$ cat src/rtl/mips_isa_pkg.sv
// Package: mips_isa_pkg
// Instruction field widths, bit positions, the packed instruction layout and
// the loader FSM state encoding shared by imm_packer and its sub-module.
package mips_isa_pkg;

    localparam int OPC_W   = 7;
    localparam int REG_W   = 5;
    localparam int IMM_W   = 15;

    // Field LSB positions inside the 32-bit instruction word
    localparam int IMM_LSB = 0;
    localparam int RS_LSB  = IMM_LSB + IMM_W;
    localparam int RD_LSB  = RS_LSB + REG_W;
    localparam int OPC_LSB = RD_LSB + REG_W;
    localparam int INSTR_W = OPC_LSB + OPC_W;

    typedef struct packed {
        logic [OPC_W-1:0] opcode;
        logic [REG_W-1:0] rd;
        logic [REG_W-1:0] rs;
        logic [IMM_W-1:0] imm;
    } instr_t;

    typedef enum logic [1:0] {
        ST_IDLE  = 2'd0,
        ST_RUN   = 2'd1,
        ST_DRAIN = 2'd2,
        ST_DONE  = 2'd3
    } state_t;

    // Assemble an instruction word from its fields using the layout positions
    function automatic instr_t pack_instr(
        input logic [OPC_W-1:0] opc,
        input logic [REG_W-1:0] rd,
        input logic [REG_W-1:0] rs,
        input logic [IMM_W-1:0] imm
    );
        logic [INSTR_W-1:0] w;
        w = '0;
        w[OPC_LSB +: OPC_W] = opc;
        w[RD_LSB  +: REG_W] = rd;
        w[RS_LSB  +: REG_W] = rs;
        w[IMM_LSB +: IMM_W] = imm;
        return instr_t'(w);
    endfunction

endpackage

$ cat src/rtl/imm_narrow.sv
// Module: imm_narrow
// Combinational narrowing of a 32-bit signed immediate to IMM_W bits.
// fits is high when every bit from 31 down to IMM_W-1 equals the sign bit.
// Optional feature macro: IMM_PACKER_SATURATE_EN -- when defined, an
// out-of-range value is clamped to the most positive / most negative field
// value instead of being passed through truncated.
module imm_narrow #(
    parameter int IMM_W = 15
) (
    input  logic [31:0]      imm,
    output logic [IMM_W-1:0] imm15,
    output logic             fits
);

    logic [32-IMM_W:0] sign_bits_s;

    // Range check on the redundant sign bits, then truncate or clamp
    always_comb begin
        sign_bits_s = imm[31:IMM_W-1];
        fits        = (&sign_bits_s) | ~(|sign_bits_s);
        if (fits) begin
            imm15 = imm[IMM_W-1:0];
        end else begin
`ifdef IMM_PACKER_SATURATE_EN
            if (imm[31]) begin
                imm15 = {1'b1, {(IMM_W-1){1'b0}}};
            end else begin
                imm15 = {1'b0, {(IMM_W-1){1'b1}}};
            end
`else
            imm15 = imm[IMM_W-1:0];
`endif
        end
    end

endmodule

$ cat src/rtl/imm_packer.sv
// Module: imm_packer
// Narrows signed immediates, packs them with opcode/rd/rs into instruction
// words and streams them into imem through a 2-entry buffer.
// Optional feature macro: IMM_PACKER_SATURATE_EN -- out-of-range immediates are
// clamped and still written; without it such words are dropped. Both variants
// count out-of-range immediates in err_cnt and set the sticky range_err.
module imm_packer #(
    parameter int IMM_W  = 15,
    parameter int ADDR_W = 8,
    parameter int DEPTH  = 256
) (
    input  logic              clk,
    input  logic              rst_n,
    input  logic              start,
    input  logic              in_valid,
    output logic              in_ready,
    input  logic [6:0]        in_opcode,
    input  logic [4:0]        in_rd,
    input  logic [4:0]        in_rs,
    input  logic [31:0]       in_imm,
    input  logic              in_last,
    input  logic              imem_busy,
    output logic              imem_we,
    output logic [ADDR_W-1:0] imem_addr,
    output logic [31:0]       imem_wdata,
    output logic              done,
    output logic              range_err,
    output logic [7:0]        err_cnt
);

    import mips_isa_pkg::*;

    localparam logic [ADDR_W-1:0] LAST_ADDR = ADDR_W'(DEPTH - 1);
    localparam logic [ADDR_W:0]   LAST_CNT  = (ADDR_W+1)'(DEPTH - 1);

    state_t            state_r;
    state_t            state_s;
    instr_t            buf0_r;
    instr_t            buf1_r;
    instr_t            word_s;
    logic [1:0]        count_r;
    logic [ADDR_W-1:0] addr_r;
    logic [ADDR_W:0]   acc_cnt_r;
    logic [7:0]        err_cnt_r;
    logic              range_err_r;
    logic [IMM_W-1:0]  imm15_s;
    logic              fits_s;
    logic              ready_s;
    logic              start_s;
    logic              hs_s;
    logic              push_s;
    logic              pop_s;
    logic              oor_s;

    imm_narrow #(
        .IMM_W (IMM_W)
    ) u_imm_narrow (
        .imm   (in_imm),
        .imm15 (imm15_s),
        .fits  (fits_s)
    );

    // Handshake, buffer push/pop qualifiers and the packed word being accepted
    always_comb begin
        ready_s = 1'b0;
        start_s = 1'b0;
        if (rst_n && (state_r == ST_RUN) && (count_r < 2'd2) && (acc_cnt_r <= LAST_CNT)) begin
            ready_s = 1'b1;
        end else begin
            ready_s = 1'b0;
        end
        if (rst_n && start && ((state_r == ST_IDLE) || (state_r == ST_DONE))) begin
            start_s = 1'b1;
        end else begin
            start_s = 1'b0;
        end
        hs_s  = in_valid & ready_s;
        oor_s = hs_s & ~fits_s;
`ifdef IMM_PACKER_SATURATE_EN
        push_s = hs_s;
`else
        push_s = hs_s & fits_s;
`endif
        // No write may leave the block while reset is asserted
        pop_s  = rst_n & (count_r != 2'd0) & ~imem_busy;
        word_s = pack_instr(in_opcode, in_rd, in_rs, imm15_s);
    end

    // Next-state logic for the load sequence
    always_comb begin
        state_s = state_r;
        case (state_r)
            ST_IDLE: begin
                if (start_s) state_s = ST_RUN;
                else         state_s = ST_IDLE;
            end
            ST_RUN: begin
                if ((hs_s && in_last) || (push_s && (acc_cnt_r == LAST_CNT))) state_s = ST_DRAIN;
                else                                                            state_s = ST_RUN;
            end
            ST_DRAIN: begin
                // Leave as the final buffered word is written so done follows it directly
                if ((count_r == 2'd0) || ((count_r == 2'd1) && pop_s)) state_s = ST_DONE;
                else                                                   state_s = ST_DRAIN;
            end
            ST_DONE: begin
                if (start_s) state_s = ST_RUN;
                else         state_s = ST_DONE;
            end
            default: state_s = ST_IDLE;
        endcase
    end

    // State register
    always_ff @(posedge clk) begin
        if (!rst_n) state_r <= ST_IDLE;
        else        state_r <= state_s;
    end

    // Two-entry FIFO: buf0 is the head, buf1 the second slot
    always_ff @(posedge clk) begin
        if (!rst_n) begin
            count_r <= 2'd0;
            buf0_r  <= '0;
            buf1_r  <= '0;
        end else begin
            case ({push_s, pop_s})
                2'b10: begin
                    if (count_r == 2'd0) buf0_r <= word_s;
                    else                 buf1_r <= word_s;
                    count_r <= count_r + 2'd1;
                end
                2'b01: begin
                    buf0_r  <= buf1_r;
                    count_r <= count_r - 2'd1;
                end
                2'b11: begin
                    if (count_r == 2'd1) begin
                        buf0_r <= word_s;
                    end else begin
                        buf0_r <= buf1_r;
                        buf1_r <= word_s;
                    end
                end
                default: count_r <= count_r;
            endcase
        end
    end

    // Write address (wraps after DEPTH words) and count of words accepted into the buffer
    always_ff @(posedge clk) begin
        if (!rst_n) begin
            addr_r    <= '0;
            acc_cnt_r <= '0;
        end else if (start_s) begin
            addr_r    <= '0;
            acc_cnt_r <= '0;
        end else begin
            if (pop_s) begin
                if (addr_r == LAST_ADDR) addr_r <= '0;
                else                     addr_r <= addr_r + 1'b1;
            end
            if (push_s) begin
                acc_cnt_r <= acc_cnt_r + 1'b1;
            end
        end
    end

    // Saturating out-of-range counter and sticky error flag
    always_ff @(posedge clk) begin
        if (!rst_n) begin
            err_cnt_r   <= 8'd0;
            range_err_r <= 1'b0;
        end else if (start_s) begin
            err_cnt_r   <= 8'd0;
            range_err_r <= 1'b0;
        end else if (oor_s) begin
            if (err_cnt_r != 8'd255) err_cnt_r <= err_cnt_r + 8'd1;
            range_err_r <= 1'b1;
        end
    end

    assign in_ready   = ready_s;
    assign imem_we    = pop_s;
    assign imem_addr  = addr_r;
    assign imem_wdata = buf0_r;
    assign done       = (state_r == ST_DONE);
    assign range_err  = range_err_r;
    assign err_cnt    = err_cnt_r;

endmodule

$ cat config.mk
export PLATFORM = sky130hd
export DESIGN_NAME = imm_packer
export DESIGN_NICKNAME = d
export VERILOG_FILES = /design/src/rtl/mips_isa_pkg.sv /design/src/rtl/imm_narrow.sv /design/src/rtl/imm_packer.sv
export SDC_FILE = /design/constraint.sdc
export NUM_CORES = 1
export LEC_CHECK = 0
export BUFFER_PORTS_ARGS = -buffer_cell sky130_fd_sc_hd__buf_2
export CORE_MARGIN = 4
export CORE_UTILIZATION = 53
export DETAILED_ROUTE_END_ITERATION = 8
export GPL_TIMING_DRIVEN = 0
export PLACE_DENSITY = 0.79
export SYNTH_ARGS = -nofsm -noshare
export SYNTH_HDL_FRONTEND = slang
export SYNTH_SLANG_ARGS = --single-unit
$ cat constraint.sdc
create_clock -name clk -period 4.3 [get_ports clk]
set_clock_uncertainty 0.05 [all_clocks]
set_input_delay 0.645 -clock clk [delete_from_list [all_inputs] [get_ports clk]]
set_output_delay 0.645 -clock clk [all_outputs]
set_load 0.01 [all_outputs]
==> flow_summary.yaml, run 1 <==
global_routing:
  overflow: 0
  grt_max_degree: 19
  antenna_found_initial: 0
  grt_pass1_wl_mm: 18.1
  grt_usage_pct: 22.3
  grt_pass1_vias: 3926
route:
  firstDrtPassIters: 6
  drt-total-wl_mm: 10.7
  drtAntennaViolNets: 0
  drt_iter0_drc: 186
  routed_via_density: 5.62
  wl_per_cell_um: 14.9
  post-route-drc-count: 0
  vias: 4038
sta:
  rsz0062_at_grt: "no"
  max_freq_mhz: 281
  fin_crit_ns: 3.56
  setup_tns_ns: 0
  tightestPinTransition_ns: 0.840
  final-setup-viol-count: 0
  whs_ns: 0.416
  hold_viol_final: 0
  maxSlewViolCount: 0
  relSlewSlack_pct: 44.0
  period_share_pct: 82.7
cts:
  cts_resized: 0
  clockRootBuffer: "clkbuf_8"
  path_clk_slew_ns: 0.10
  htree_levels: 3
  clk-insertion-delay-late_ns: 0.37
  cts_setup_buffers: 0
  cts_made_buffers: 9
  holdBufCountCts: 0
  clockBufferDepth: 2
  cts_tree: "yes"
  clock-sinks: 94
die:
  die_h_um: 98.2
  rows: 32
  die_area_um2: 9630
  num_io_pins: 107
  start_util_pct: 55.2
  die_x_um: 98.2
  core_area_um2: 7810
pwr:
  p_comb_share_pct: 9.4
  p_int_w: 0.00116
  p_leak_nw: 2.44
  p_seq_share_pct: 55.2
  power.density_nw_per_um2: 310
  p_sw_share_pct: 27.2
  ir_worst_vdd_uv: 241
  p_clk_share_pct: 35.4
  p_sw_w: 0.000435
synthesis:
  synth_cell_types: 45
  ys_seq_elements: 94
  synth_flop_cell: "dfxtp_1"
  synth_area_per_cell_um2: 8.72
  syn_inst: 494
  syn_area_um2: 4310
  ys_async_sr_fraction_pct: 0
  yosysWarnings: 0
  synth_edf_count: 0
  yosysSeqAreaShare_pct: 43.7
  synth_nets: 563
hold_path:
  hold_end: "buf1_r[20]"
  hold_class: "flop to flop"
  worstHoldPathCells: 2
  hp-start: "buf1_r[20]"
setup_path:
  r2r-start: "acc_cnt_r[0]"
  rr_worst_depth: 13
  path_max_fanout: 10
  crit_type: "flop to flop"
  startpoint_type: "flop"
  r2r_end: "imem_wdata[18]"
  critical_path_arrival_ns: 3.77
  crit_chain: "ha_1 -> nand2_1 -> nor2_1 -> ha_1 -> o21a_1 -> buf_2 -> nand2_1 -> clkinv_2 -> ha_1 -> a21oi_1 -> clkbuf_1 -> nand2_1 -> o211a_1"
  reg2reg_slack_ns: 0.74
  cp.required_ns: 4.51
  critical_path.slowest_cell: "a21oi_1"
  critPathMaxStageDelay_ns: 0.67
  end_kind: "flop"
final_layout:
  design_area_um2: 5150
  layout_commonest_cell: "nand2_1"
  final_cell_mix: "117 x nand2_1, 109 x buf_2, 94 x dfxtp_1, 33 x a21boi_0, 33 x o211a_1"
  nets: 680
  syn_to_final_growth_pct: 19.6
  final_util_pct: 66.0
  drive_gt1_share_pct: 21.6
  insertedDiodeCount: 0
place:
  portBuffers: 106
  gp_congestion: 0.841
  dp_hpwl_mm: 7.87
  placed_cell_area_um2: 4970
job:
  maxCapViolCount: 0
outcome:
  status: "finished, final reports clean"
[critical path, delay by kind of cell (launching register included)]
| family | cells | cell delay (ns) |
|---|---|---|
| AO/OA/AOI/OAI | 3 | 1.01 |
| adder cells (fa/ha/maj) | 3 | 0.73 |
| AND/OR/NAND/NOR | 4 | 0.51 |
| buffers and inverters | 3 | 0.80 |
| flip-flops | 1 | 0.35 |
[state kept, by name (all words and copies together) (netlist names)]
register,cells
err_cnt,8
state_r,2
imem_wdata,32
imem_addr,8
buf1_r,32
acc_cnt_r,9
count_r,2
range_err,1
[synthesized netlist by cell type (all sizes together), types with 2 or more instances]
| library cell | n | area (um^2) |
|---|---|---|
| a211oi | 4 | 30.0 |
| a21boi | 33 | 248 |
| a21oi | 12 | 60.1 |
| a22oi | 32 | 240 |
| a31oi | 2 | 12.5 |
| and2 | 4 | 27.5 |
| and3 | 3 | 18.8 |
| and4 | 4 | 36.3 |
| buf | 4 | 22.5 |
| clkbuf | 28 | 105 |
| dfxtp | 94 | 1880 |
| ha | 14 | 175 |
| inv | 10 | 37.5 |
| mux2i | 3 | 30.0 |
| nand2 | 118 | 450 |
| nand2b | 4 | 25.0 |
| nand3 | 10 | 50.1 |
| nand4 | 9 | 56.3 |
| nor2 | 22 | 82.6 |
| nor3 | 2 | 10.0 |
| nor3b | 3 | 27.5 |
| nor4 | 4 | 31.3 |
| o211a | 33 | 330 |
| o21ai | 7 | 35.0 |
| o31ai | 4 | 30.0 |
| or4 | 7 | 52.6 |
| xnor2 | 8 | 70.1 |
| xor2 | 5 | 43.8 |
[metal layers]
metal / global-route usage, % / up-vias / share of wire, %
met5: 0 / - / 0
met4: 4.31 / 0 / 0.76
met3: 5.71 / 9 / 6.1
met2: 38.7 / 111 / 49
met1: 28.2 / 1925 / 44
li1: - / 1993 / -
[per-stage QoR]
step           power, W  instances  setup slack, ns
4_1_cts         0.00161        718            0.761
2_1_floorplan  0.000989        494             1.10
6_report        0.00160        718            0.744
3_5_place_dp    0.00105        702            0.381
5_1_grt         0.00166        718            0.470
3_3_place_gp    0.00105        702            0.412
[how the worst max path moves through the flow]
stage / cells past startpoint / startpoint / to
final: 13 / acc_cnt_r[0] / imem_wdata[18]
after global routing: 13 / acc_cnt_r[0] / imem_wdata[18]
after CTS: 11 / in_imm[17] / imem_wdata[18]
after detailed placement: 11 / in_imm[17] / imem_wdata[18]
after global placement: 11 / in_imm[17] / imem_wdata[18]
after floorplan: 12 / in_imm[17] / buf1_r[0]
[power groups by stage]
stage               combinational, W  clock, W  sequential (W)
finish                      0.000150  0.000566        0.000883
global route                0.000167  0.000612        0.000883
CTS                         0.000150  0.000577        0.000883
detailed placement          0.000149         0        0.000903
global placement            0.000144         0        0.000902
floorplan                  0.0000871         0        0.000902
[final cells by class]
cell class / count / area (um^2)
buffer: 32 / 128
clock buffer: 9 / 124
clock inverter: 7 / 62.6
fill: 711 / 2660
inverter: 11 / 42.5
multi-input combinational: 357 / 2260
sequential: 94 / 1880
tap: 102 / 128
timing repair buffer: 106 / 531
[logic make-up (layout without fill, tap and decap cells)]
| kind of cell | after synthesis | after routing | synth area share (%) |
|---|---|---|---|
| mux | 3 | 3 | 0.697 |
| compound gates | 134 | 134 | 24.3 |
| simple gates | 193 | 193 | 20.7 |
| fa+ha+maj | 14 | 14 | 4.07 |
| buf+inv | 43 | 165 | 3.95 |
| xor+xnor | 13 | 13 | 2.64 |
| flops | 94 | 94 | 43.7 |
(Power assumes the default switching activity.)
==> run 2, diff against run 1 <==
==> constraint.sdc (replaced) <==
create_clock -name clk -period 3.65 [get_ports clk]
set_clock_uncertainty 0.05 [all_clocks]
set_input_delay 0.5475 -clock clk [delete_from_list [all_inputs] [get_ports clk]]
set_output_delay 0.5475 -clock clk [all_outputs]
set_load 0.01 [all_outputs]
==> run 2 against run 1 <==
Against the previous run:
- sequential power grew 18%
- clock power is 18% higher
- largest power group unchanged
- power up 18%
- critical path depth unchanged
- worst hold slack got worse by 0.039 ns
- via count down 0.30%
- highest routed layer unchanged
- count of clock-buffer cells in the layout did not move
- register-to-register slack lost 0.42 ns
- utilization is 0.080 points higher
- critical path type is now primary input to flop
==> flow_summary.yaml, run 2 (synthesis results as in run 1) <==
outcome:
  status: "finished, final reports clean"
pwr:
  p_sw_w: 0.000514
  power.density_nw_per_um2: 365
  p_sw_share_pct: 27.3
  p_clk_share_pct: 35.4
  p_leak_nw: 2.45
  p_comb_share_pct: 9.4
  ir_worst_vdd_uv: 283
  finalPower_w: 0.00188
  p_seq_share_pct: 55.2
  p_int_w: 0.00137
sta:
  final-setup-viol-count: 0
  setup_tns_ns: 0
  fin_ws_ns: 0.245
  max_freq_mhz: 294
  relSlewSlack_pct: 53.6
  hold_viol_final: 0
  period_share_pct: 93.3
  rsz0062_at_grt: "no"
  fin_crit_ns: 3.40
  maxSlewViolCount: 0
  tightestPinTransition_ns: 0.692
final_layout:
  finalNonFillerCells: 718
  nets: 680
  layout_commonest_cell: "nand2_1"
  drive_gt1_share_pct: 22.1
  syn_to_final_growth_pct: 19.8
  final_cell_mix: "117 x nand2_1, 109 x buf_2, 94 x dfxtp_1, 33 x a21boi_0, 33 x o211a_1"
  insertedDiodeCount: 0
  fillCellCount: 710
global_routing:
  grt_usage_pct: 22.3
  overflow: 0
  grt_pass1_wl_mm: 18.1
  antenna_found_initial: 0
  grt_max_degree: 19
  grt_pass1_vias: 3926
setup_path:
  path_max_fanout: 10
  rr_worst_depth: 15
  crit_type: "primary input to flop"
  reg2reg_slack_ns: 0.32
  critical_path_arrival_ns: 3.64
  r2r-start: "acc_cnt_r[0]"
  cp.required_ns: 3.89
  r2r_end: "buf1_r[19]"
  end_kind: "flop"
  startpoint_type: "primary input"
cts:
  clockBufferDepth: 2
  htree_levels: 3
  cts_setup_buffers: 0
  path_clk_slew_ns: 0.10
  cts_made_buffers: 9
  cts_tree: "yes"
  clk-insertion-delay-late_ns: 0.36
  clockRootBuffer: "clkbuf_8"
  holdBufCountCts: 0
  clock-sinks: 94
die:
  start_util_pct: 55.2
  core_area_um2: 7810
  die_area_um2: 9630
  die_h_um: 98.2
  rows: 32
  num_io_pins: 107
  die_x_um: 98.2
place:
  dpl_worst_slack_ns: -0.171
  dp_hpwl_mm: 7.87
  portBuffers: 106
  gp_congestion: 0.841
  dp.cells: 702
hold_path:
  hp-start: "in_imm[3]"
  worstHoldPathCells: 3
  hold_end: "buf1_r[3]"
  hold_class: "primary input to flop"
route:
  firstDrtPassIters: 4
  drt-total-wl_mm: 10.6
  drt_iter0_drc: 167
  vias: 4026
  wl_per_cell_um: 14.8
  routed_via_density: 5.61
  post-route-drc-count: 0
  drtAntennaViolNets: 0
job:
  maxCapViolCount: 0
run 2: how the worst max path moves through the flow:
stage | startpoint | end | slack (ns) | cells after the start
final | in_imm[17] | buf1_r[19] | 0.25 | 13
after global routing | in_imm[17] | buf1_r[26] | 0.02 | 13
after global placement | in_imm[17] | imem_wdata[18] | -0.14 | 11
after detailed placement | in_imm[17] | imem_wdata[18] | -0.17 | 11
after CTS | acc_cnt_r[0] | imem_wdata[18] | 0.12 | 13
after floorplan | in_imm[17] | buf1_r[0] | 0.55 | 12
run 2: power groups by stage:
stage / registers (W) / clock network (W) / logic, W
global placement: 0.00106 / 0 / 0.000170
finish: 0.00104 / 0.000667 / 0.000177
floorplan: 0.00106 / 0 / 0.000103
CTS: 0.00104 / 0.000679 / 0.000177
detailed placement: 0.00106 / 0 / 0.000176
global route: 0.00104 / 0.000721 / 0.000197
run 2: repair_timing:
item,in CTS,in global routing
setup endpoints to repair,0,33
hold endpoints to repair,0,0
resized for setup,0,5
run 2: per-layer routing:
layer  up-vias  global-route usage [%]  part of all wire [%]
met1      1931                    28.2                    45
met5         -                       0                     0
met2        94                    38.7                    49
li1       1995                       -                     -
met4         0                    4.31                  0.61
met3         6                    5.71                   5.3
run 2: through the flow:
stage	hold slack (ns)	util, %	instance area (um^2)
final	0.377	66.1	5160
after global routing	0.370	66.1	5160
after CTS	0.363	66.0	5150
after detailed placement	0.406	63.6	4970
after global placement	0.398	63.6	4970
after floorplan	0.388	-	4310
run 2: critical path, stage by stage:
cell and delay [ns]:
buf_2 0.10, or4_1 0.50, or4_1 0.47, buf_2 0.19, nand2_4 0.10, nand2_1 0.13, clkinv_2 0.16, ha_1 0.25
o21ai_0 0.14, a21oi_1 0.36, clkbuf_1 0.40, nand2_1 0.12, a21boi_0 0.17
run 2: area by class of cell:
type | count | area, um^2 | share of cell area [%]
Multi-Input combinational cell | 357 | 2260 | 43.8
Inverter | 11 | 42.5 | 0.825
Timing Repair Buffer | 106 | 531 | 10.3
Tap cell | 102 | 128 | 2.47
Sequential cell | 94 | 1880 | 36.5
Clock buffer | 9 | 124 | 2.40
Clock inverter | 7 | 62.6 | 1.21
Buffer | 32 | 130 | 2.52
==> run 3, diff against run 2 <==
--- a/config.mk
+++ b/config.mk
@@ -10,7 +10,9 @@
 export CORE_UTILIZATION = 53
 export DETAILED_ROUTE_END_ITERATION = 8
 export GPL_TIMING_DRIVEN = 0
+export MAX_ROUTING_LAYER = met4
 export PLACE_DENSITY = 0.79
 export SYNTH_ARGS = -nofsm -noshare
 export SYNTH_HDL_FRONTEND = slang
+export SYNTH_HIERARCHICAL = 1
 export SYNTH_SLANG_ARGS = --single-unit
==> run 3 against run 2 <==
Against the previous run:
- sequential power is essentially flat
- register-to-register slack gained 0.10 ns
- highest routed layer unchanged
- routed wire length shrank 2.8%
- sequential cell count is the same
- combinational power shrank 39%
- area after synthesis grew 2.3%
- via count shrank 0.37%
- power shrank 4.4%
- sequential share of layout area shrank 0.18 points
- synthesized cell count grew 1.6%
- critical endpoint is now buf1_r[26]
- largest cell class unchanged
- cell count shrank 0.97%
==> flow_summary.yaml, run 3 <==
synthesis:
  synth_common_cells: "113 x nand2_1, 94 x dfxtp_1, 33 x a21boi_0, 33 x o211a_1, 32 x a22oi_1"
  synth_edf_count: 0
  synth-xor-area-share_pct: 1.99
  synth-compound-area-share_pct: 25.1
  synth_flop_cell: "dfxtp_1"
  yosysSeqAreaShare_pct: 42.7
  synthMuxAreaShare_pct: 0.681
  synth_nets: 571
  synthTopCellsByArea: "dfxtp_1 43%, nand2_1 9.6%, o211a_1 7.5%"
  synth_top_area_cell: "dfxtp_1"
  syn_inst: 502
  yosys.area.top_type_share_pct: 42.7
  synth_cell_types: 46
  synth_top_family_by_area: "compound AO/OA/AOI/OAI gates"
  synth-simple-area-share_pct: 18.9
  yosysWarnings: 6
  synth_area_per_cell_um2: 8.78
  syn_area_um2: 4410
  yosysMostFrequentCell: "nand2_1"
  ys_seq_elements: 94
  yosys.area_share.adder_pct: 3.98
  ys_async_sr_fraction_pct: 0
sta:
  final-setup-viol-count: 0
  setup_tns_ns: 0
  maxSlewViolCount: 0
  relSlewSlack_pct: 66.1
  max_freq_mhz: 293
  period_share_pct: 93.5
  tightestPinTransition_ns: 0.507
  hold_viol_final: 0
  fin_crit_ns: 3.41
die:
  core_area_um2: 7890
  die_area_um2: 9840
  die_x_um: 99.2
  die_h_um: 99.2
  start_util_pct: 55.9
  num_io_pins: 107
  rows: 32
route:
  drt_iter0_drc: 167
  drtAntennaViolNets: 0
  firstDrtPassIters: 4
  routed_via_density: 5.64
  drt-total-wl_mm: 10.3
  vias: 4011
  post-route-drc-count: 0
  wl_per_cell_um: 14.5
setup_path:
  critPathBufInv: 4
  crit_chain: "buf_2 -> or4_1 -> nor3_2 -> nand4_1 -> o21ai_2 -> o211ai_2 -> buf_4 -> inv_1 -> ha_1 -> o21ai_0 -> a21oi_2 -> clkbuf_1 -> nand2_1 -> a21boi_0"
  crit_end: "buf1_r[26]"
  cp.depth: 14
  startpoint_type: "primary input"
  end_kind: "flop"
  cp.required_ns: 3.89
  crit_type: "primary input to flop"
  r2r_end: "buf1_r[26]"
  critical_path.slowest_cell: "or4_1"
  critical_path_arrival_ns: 3.65
  reg2reg_slack_ns: 0.42
  cpLargestDelayFamily: "compound AO/OA/AOI/OAI gates"
  r2r-start: "acc_cnt_r[0]"
  worstSetupStartpoint: "in_imm[18]"
  path_max_fanout: 11
  rr_worst_depth: 13
  critPathMaxStageDelay_ns: 0.53
cts:
  path_clk_slew_ns: 0.10
  clock-sinks: 94
  cts_made_buffers: 9
  htree_levels: 3
  cts_tree: "yes"
  clockRootBuffer: "clkbuf_8"
  clockBufferDepth: 2
  clk-insertion-delay-late_ns: 0.36
  holdBufCountCts: 0
  cts_setup_buffers: 0
  cts_resized: 0
hold_path:
  hold_class: "primary input to flop"
place:
  gp_congestion: 0.864
  portBuffers: 91
  placed_cell_area_um2: 4990
  dp_hpwl_mm: 7.68
global_routing:
  grt_usage_pct: 21.4
  grt_pass1_vias: 3794
  overflow: 0
  grt_pass1_wl_mm: 17.0
  grt_max_degree: 19
  antenna_found_initial: 0
final_layout:
  nets: 673
  layout_commonest_cell: "nand2_1"
  drive_gt1_share_pct: 23.6
  fillCellCount: 682
  regArea_um2: 1880
  design_area_um2: 5180
  insertedDiodeCount: 0
  final_cell_mix: "113 x nand2_1, 97 x buf_2, 94 x dfxtp_1, 33 x a21boi_0, 33 x o211a_1"
  syn_to_final_growth_pct: 17.6
  multiInputGateArea_um2: 2240
job:
  maxCapViolCount: 0
outcome:
  status: "finished, final reports clean"
pwr:
  power.density_nw_per_um2: 348
  ir_worst_vdd_uv: 223
  p_leak_nw: 2.48
## run 3: changes by cell type after synthesis, sizes merged, moves of 5 or more
cell    previous run  this run
or3                1         9
a21oi             12        19
xnor2              8         2
clkbuf            28        20
nor2              22        17
o21ai              7        12
buf                4        25
nand2            118       113
## run 3: worst min path at each step
stage | cells after the start | endpoint | startpoint
final | 3 | buf1_r[16] | in_rs[1]
after global routing | 3 | buf1_r[25] | in_opcode[0]
after CTS | 3 | buf1_r[16] | in_rs[1]
after detailed placement | 2 | buf1_r[18] | buf1_r[18]
after global placement | 2 | buf1_r[29] | buf1_r[29]
after floorplan | 2 | buf1_r[0] | buf1_r[0]
## run 3: area by class of cell
cell class	count	share of cell area (%)
inverters	12	0.869
flip-flops and latches	94	36.3
clock buffers	9	2.39
repair buffers	91	8.79
multi-input cells	351	43.2
plain buffers	45	4.78
clock inverters	7	1.21
well taps	102	2.46
## run 3: through the flow
stage	total power (W)	hold WS, ns	utilization, %	std cells	setup WS (ns)
global placement	0.00116	0.400	63.3	695	-0.138
finish	0.00180	0.384	65.7	711	0.236
detailed placement	0.00116	0.407	63.3	695	-0.204
floorplan	0.00112	0.393	-	502	0.579
global route	0.00188	0.384	65.7	711	-0.0102
CTS	0.00182	0.377	65.6	711	0.175
## run 3: per-layer routing
layer | track usage (%) | routed length (um)
met2 | 34.5 | 4970
met1 | 27.3 | 4560
met5 | - | 0
met3 | 3.30 | 625
met4 | 7.56 | 187
## run 3: where the power goes
group	switching (W)	total [W]	internal [W]
clock network	0.000400	0.000665	0.000265
registers	0.00000165	0.00103	0.00103
logic	0.0000550	0.000108	0.0000531
total	0.000457	0.00180	0.00134
## run 3: cell families after synthesis
kind of cell	count (synthesis)
AOI/OAI and AO/OA	144
xor gates and xnor gates	10
adders and majority gates	14
buffers and inverters	57
DFF	94
muxes	3
and+or+nand+nor	180
## run 3: worst min-delay path, cell delays in order
cell and delay, ns:
buf_2 0.11, nand2_1 0.04, a21boi_0 0.06
